File: config.mk
export PLATFORM = sky130hd
export DESIGN_NAME = imem_sync
export DESIGN_NICKNAME = d
export VERILOG_FILES = /design/src/rtl/imem_sync.sv
export SDC_FILE = /design/constraint.sdc
export NUM_CORES = 2
export LEC_CHECK = 0
export CAP_MARGIN = 25
export CORE_MARGIN = 2
export CORE_UTILIZATION = 50
export CTS_BUF_LIST = sky130_fd_sc_hd__clkbuf_4 sky130_fd_sc_hd__clkbuf_8
export CTS_CLUSTER_SIZE = 25
export DETAILED_ROUTE_END_ITERATION = 8
export GPL_TIMING_DRIVEN = 0
export PLACE_DENSITY = 0.74
export SYNTH_ARGS = -nofsm -noshare
export SYNTH_HDL_FRONTEND = slang
export SYNTH_SLANG_ARGS = --single-unit
File: constraint.sdc
create_clock -name clk -period 2.95 [get_ports clk]
set_clock_uncertainty 0.15 [all_clocks]
set_input_delay 0.59 -clock clk [delete_from_list [all_inputs] [get_ports clk]]
set_output_delay 0.59 -clock clk [all_outputs]
set_load 0.1 [all_outputs]
File: src/rtl/imem_sync.sv
// -----------------------------------------------------------------------------
// imem_sync -- synchronous instruction memory with a one-cycle fetch port and a
// byte-enabled load port.
//
// After reset the block fills every word with NOP_WORD, one word per cycle
// (INIT). It then raises ready and serves fetches and writes (RUN).
//
// Ports
//   clk        clock; all state updates on the rising edge
//   reset      asynchronous, active-high reset
//   req_valid  fetch request present
//   req_addr   byte address of the fetch
//   stall      hold the current response; accept no new request
//   flush      drop the current response; overrides stall and req_valid
//   wr_en      load-port word write strobe
//   wr_addr    load-port byte address
//   wr_data    load-port write data
//   wr_be      byte enables, bit i selects wr_data[8i+7:8i]
//   ready      initialisation complete
//   rsp_valid  response registers hold a valid fetch
//   rsp_instr  fetched instruction, little-endian
//   rsp_addr   req_addr of the fetch being returned
//   rsp_fault  2'b00 ok, 2'b01 misaligned, 2'b10 out of range
// -----------------------------------------------------------------------------
module imem_sync #(
  parameter int unsigned DEPTH_WORDS = 64,
  parameter logic [31:0] NOP_WORD    = 32'h0000_0013
) (
  input  logic        clk,
  input  logic        reset,
  input  logic        req_valid,
  input  logic [31:0] req_addr,
  input  logic        stall,
  input  logic        flush,
  input  logic        wr_en,
  input  logic [31:0] wr_addr,
  input  logic [31:0] wr_data,
  input  logic [3:0]  wr_be,
  output logic        ready,
  output logic        rsp_valid,
  output logic [31:0] rsp_instr,
  output logic [31:0] rsp_addr,
  output logic [1:0]  rsp_fault
);

  localparam int unsigned AW = $clog2(DEPTH_WORDS);

  typedef enum logic {
    ST_INIT = 1'b0,
    ST_RUN  = 1'b1
  } state_e;

  localparam logic [1:0] FAULT_OK    = 2'b00;
  localparam logic [1:0] FAULT_ALIGN = 2'b01;
  localparam logic [1:0] FAULT_RANGE = 2'b10;

  state_e        state_q, state_d;
  logic [AW-1:0] cnt_q, cnt_d;

  logic [31:0]   mem_q [DEPTH_WORDS];
  logic          mem_we;
  logic [AW-1:0] mem_widx;
  logic [31:0]   mem_wdata;
  logic [3:0]    mem_wbe;

  logic          rsp_valid_q, rsp_valid_d;
  logic [31:0]   rsp_instr_q, rsp_instr_d;
  logic [31:0]   rsp_addr_q,  rsp_addr_d;
  logic [1:0]    rsp_fault_q, rsp_fault_d;

  // ---------------------------------------------------------------------------
  // FSM: state register
  // ---------------------------------------------------------------------------
  // NOTE: sequential state uses non-blocking assignments so every flop samples
  // the pre-edge values of its inputs regardless of process ordering.
  always_ff @(posedge clk or posedge reset) begin
    if (reset) begin
      state_q <= ST_INIT;
      cnt_q   <= '0;
    end else begin
      state_q <= state_d;
      cnt_q   <= cnt_d;
    end
  end

  // ---------------------------------------------------------------------------
  // FSM: next state. The fill counter wraps back to zero on the same edge that
  // enters RUN, so it is already cleared for the next reset-initiated fill.
  // ---------------------------------------------------------------------------
  // NOTE: every combinational output is given a default first so no path
  // through the block leaves a variable unassigned (which would infer a latch).
  always_comb begin
    state_d = state_q;
    cnt_d   = cnt_q;
    unique case (state_q)
      ST_INIT: begin
        cnt_d = cnt_q + AW'(1);
        if (cnt_q == AW'(DEPTH_WORDS - 1)) begin
          state_d = ST_RUN;
        end
      end
      ST_RUN: begin
        state_d = ST_RUN;
      end
      default: begin
        state_d = ST_INIT;
      end
    endcase
  end

  // ---------------------------------------------------------------------------
  // FSM: outputs
  // ---------------------------------------------------------------------------
  always_comb begin
    ready = (state_q == ST_RUN);
  end

  // ---------------------------------------------------------------------------
  // Write port: the fill owns the array during INIT; afterwards the load port
  // writes only aligned, in-range addresses.
  // ---------------------------------------------------------------------------
  logic wr_aligned;
  logic wr_in_range;

  always_comb begin
    wr_aligned  = (wr_addr[1:0] == 2'b00);
    wr_in_range = (wr_addr[31:AW+2] == '0);
    mem_we      = 1'b0;
    mem_widx    = wr_addr[AW+1:2];
    mem_wdata   = wr_data;
    mem_wbe     = wr_be;
    if (state_q == ST_INIT) begin
      mem_we    = 1'b1;
      mem_widx  = cnt_q;
      mem_wdata = NOP_WORD;
      mem_wbe   = 4'hF;
    end else begin
      mem_we    = wr_en && wr_aligned && wr_in_range;
    end
  end

  // NOTE: the storage array has no reset; the INIT fill defines its contents,
  // which keeps it mappable onto RAM primitives.
  always_ff @(posedge clk) begin
    if (mem_we) begin
      for (int i = 0; i < 4; i++) begin
        if (mem_wbe[i]) begin
          mem_q[mem_widx][8*i +: 8] <= mem_wdata[8*i +: 8];
        end
      end
    end
  end

  // ---------------------------------------------------------------------------
  // Fetch port. The response register samples the array before this edge's
  // write lands, which gives read-first behaviour on a same-word collision.
  // ---------------------------------------------------------------------------
  logic          rd_misaligned;
  logic          rd_out_of_range;
  logic [AW-1:0] rd_idx;

  always_comb begin
    rd_misaligned   = (req_addr[1:0] != 2'b00);
    rd_out_of_range = (req_addr[31:AW+2] != '0);
    rd_idx          = req_addr[AW+1:2];

    rsp_valid_d = rsp_valid_q;
    rsp_instr_d = rsp_instr_q;
    rsp_addr_d  = rsp_addr_q;
    rsp_fault_d = rsp_fault_q;

    if (flush) begin
      rsp_valid_d = 1'b0;
    end else if (ready && !stall) begin
      if (req_valid) begin
        rsp_valid_d = 1'b1;
        rsp_addr_d  = req_addr;
        // Misaligned wins when both faults apply.
        if (rd_misaligned) begin
          rsp_fault_d = FAULT_ALIGN;
          rsp_instr_d = NOP_WORD;
        end else if (rd_out_of_range) begin
          rsp_fault_d = FAULT_RANGE;
          rsp_instr_d = NOP_WORD;
        end else begin
          rsp_fault_d = FAULT_OK;
          rsp_instr_d = mem_q[rd_idx];
        end
      end else begin
        rsp_valid_d = 1'b0;
      end
    end
  end

  always_ff @(posedge clk or posedge reset) begin
    if (reset) begin
      rsp_valid_q <= 1'b0;
      rsp_instr_q <= NOP_WORD;
      rsp_addr_q  <= '0;
      rsp_fault_q <= FAULT_OK;
    end else begin
      rsp_valid_q <= rsp_valid_d;
      rsp_instr_q <= rsp_instr_d;
      rsp_addr_q  <= rsp_addr_d;
      rsp_fault_q <= rsp_fault_d;
    end
  end

  assign rsp_valid = rsp_valid_q;
  assign rsp_instr = rsp_instr_q;
  assign rsp_addr  = rsp_addr_q;
  assign rsp_fault = rsp_fault_q;

endmodule

==> impl_results.md <==
* Core Footprint at 163,000 um^2
* Fin crit share at 106%
* Clock latency on the worst-skew pair at 1080 ps
* Largest family of logic cells by synthesized area: multiplexers
* CP Class: in2reg
* Largest area contributor in the netlist: edfxtp_1
* Fin util at 60.3%
* Residual DRC at 0
* Max-Cap Viols at 0
* CTS root buf: clkbuf_8
* Yosys top cell area share at 74.8%
* GRT overflow at 0
* Post-DR wirelength/cell at 37.1 um
* Critical-path maximum fanout at 10
* Distinct cells, synth at 55
* Vias in the first global route at 46,569
* RSZ-0062 raised after global routing: true
* Synth top area cells: edfxtp_1, mux4_2, mux2i_1, dfrtp_1, nor2_1
* Worst vdd ir at 0.516 mV
* Initial Util at 50.4%
* CTS buffer count at 338
* Synth warn at 0
* Required time of the critical path at 3660 ps
* Xor and xnor area share after synthesis at 0.0533%
* Aggregate global-route resource usage at 31.5%
* Num ports at 174
* Status: complete, but fails checks
* CTS tree: built
* Rel. slew slack at 20.6%
* Critical Path Source Type: input pin
* Via density at 6.69
* CTS max path bufs at 4
* Via count at 48,020
* Fin Hold WS at 48.1 ps
* Fin worst setup slack at -176 ps
* Post-route ant nets at 0
* Rows at 148
* Cell area after synthesis at 82,200 um^2
* Simple-Gate Fraction of Synth Area at 2.96%
* Final min period at 3130 ps
* Number of synthesized flops with an enable pin at 2,048
* Fraction of synthesized area in multiplexers at 14.7%
* Drt initial violations at 8,839
* # nets final at 4,861
* CP arrival at 3830 ps
* Adder-Cell Fraction of Synth Area at 0.0152%
* Ys async rst share at 3.49%
* Drt pass-1 iters at 9
* Global-route wire length before repair at 360,000 um
* Share of cells above drive strength 1 at 35.1%
* Final setup vio count at 170
* Post-DP HPWL at 179,000 um
* Die height at 409 um
* Hold Crit Class: in2reg
* Post-synth top flop: edfxtp_1
* Highest Clock Rate at 320 MHz
* IO buf count at 171
* R2r setup slk at -80 ps
* Pwr dens at 597 nW/um^2
* Final hold violations at 0
* Die area at 168,000 um^2
* Seq/Total Area, Yosys at 77.1%
* Most frequent cells in the layout: edfxtp_1, mux4_2, clkbuf_8, mux2i_1, nor2_4
* RD Place Congestion at 1.00
* Commonest non-fill, non-tap cell in the layout: edfxtp_1
* Yosys reg bits at 2,122
* H-tree lvl count at 5
* Syn-to-layout area delta at 19.6%
* Clock transition at path regs at 60 ps
* Initial antenna violation count at 8
* Post-Syn Area per Cell at 20.2 um^2
* Critical Path End Type: flop
* Final Slew Violations at 0
* Worst-Margin Slew at 1190 ps
* Syn_nets at 4,172
* Largest net degree at the start of global routing at 65
* Clock sink count at 2,122
* Leakage at 27.7 nW
* Gate Count Post-Synth at 4,065
* Synth Area in Compound Gates at 3.77%
* Failing checks: negative setup slack
* Total Wirelength at 266,000 um
* Die X at 409 um
## cell usage after synthesis, types with 4 or more instances
master,n
mux4_2,391
a22o_1,31
buf_1,8
a21boi_0,4
nor2_1,290
clkbuf_1,117
or3_1,5
nand3_1,12
nor4_1,12
a221oi_1,59
nand2_1,204
buf_2,90
o221ai_1,87
dfrtp_1,71
a21oi_1,31
inv_1,7
and2_1,30
mux2i_1,250
a22oi_1,64
a211oi_1,29
mux2_2,65
nand2b_1,8
buf_6,7
nor2b_1,14
edfxtp_1,2048
buf_4,22
o22ai_1,34
xnor2_1,5
o41ai_1,29
## stage by stage
step | power (W) | cell area, um^2 | setup TNS (ps) | std cells | setup slack [ps]
after floorplan | 0.0341 | 82200 | -369500 | 4065 | -186
after global placement | 0.0351 | 86600 | -5422680 | 6411 | -2400
after detailed placement | 0.0352 | 87900 | -3524890 | 6482 | -1890
after CTS | 0.0584 | 97800 | -8380 | 7153 | -130
after global routing | 0.0598 | 98200 | -2320 | 7169 | -125
final | 0.0586 | 98300 | -5180 | 7178 | -176
## area by class of cell
cell class	count	area (um^2)
fill	11013	64700
sequential	2122	63400
multi-input combinational	1691	20000
clock buffer	463	5630
timing repair buffer	352	4600
tap	2175	2720
buffer	242	1330
clock inverter	113	596
antenna	13	32.5
inverter	7	28.8
## what timing repair did
action	in CTS	in global routing
endpoints found under the setup margin	3852	1876
gates resized for setup	874	71
hold buffers	22	0
endpoints found under the hold margin	37	0
pin swaps	68	7
setup buffers	76	9
## per-layer routing
| metal | vias to the layer above | track usage (%) | share of wire (%) | wire length (um) |
|---|---|---|---|---|
| li1 | 18261 | - | - | - |
| met1 | 24334 | 40.2 | 33 | 88800 |
| met2 | 4501 | 44.2 | 43 | 113000 |
| met3 | 916 | 13.7 | 16 | 43900 |
| met4 | 8 | 19.7 | 7.5 | 19900 |
| met5 | - | 0.632 | 0.13 | 356 |
## state kept, by name, indices dropped and copies added (netlist names)
| register | cells |
|---|---|
| rsp_valid | 1 |
| rsp_fault | 2 |
| cnt_q | 6 |
| ready | 1 |
| rsp_addr | 32 |
| mem_q | 2048 |
| rsp_instr | 32 |
## power breakdown
part / switching [W] / internal, W / total (W)
Clock: 0.0113 / 0.0126 / 0.0239
Sequential: 0 / 0.0325 / 0.0325
Combinational: 0.00145 / 0.000719 / 0.00217
## critical path: stages
cell and delay (ps):
dlygate4sd2_1 710, clkbuf_1 490, buf_8 260, nand2_1 330, clkbuf_1 460, a211oi_1 630, a22o_1 270, o41ai_1 80
## worst paths after layout
kind	start	cells after the start	endpoint
setup / recovery	req_addr[6]	8	rsp_instr[29]
hold / removal	req_addr[20]	3	rsp_addr[20]
setup reg to reg	ready	5	mem_q[28][17]
hold reg to reg	rsp_addr[15]	2	rsp_addr[15]
max in group asynchronous	reset	4	rsp_instr[1]
min in group asynchronous	reset	3	rsp_instr[27]
## logic make-up after synthesis
group / count (synthesis)
AO/OA/AOI/OAI: 392
XOR/XNOR: 5
adder cells (fa/ha/maj): 1
buffers and inverters: 252
flip-flops: 2122
multiplexers: 706
AND/OR/NAND/NOR: 587
No activity file was read; power rests on OpenSTA's default activity.
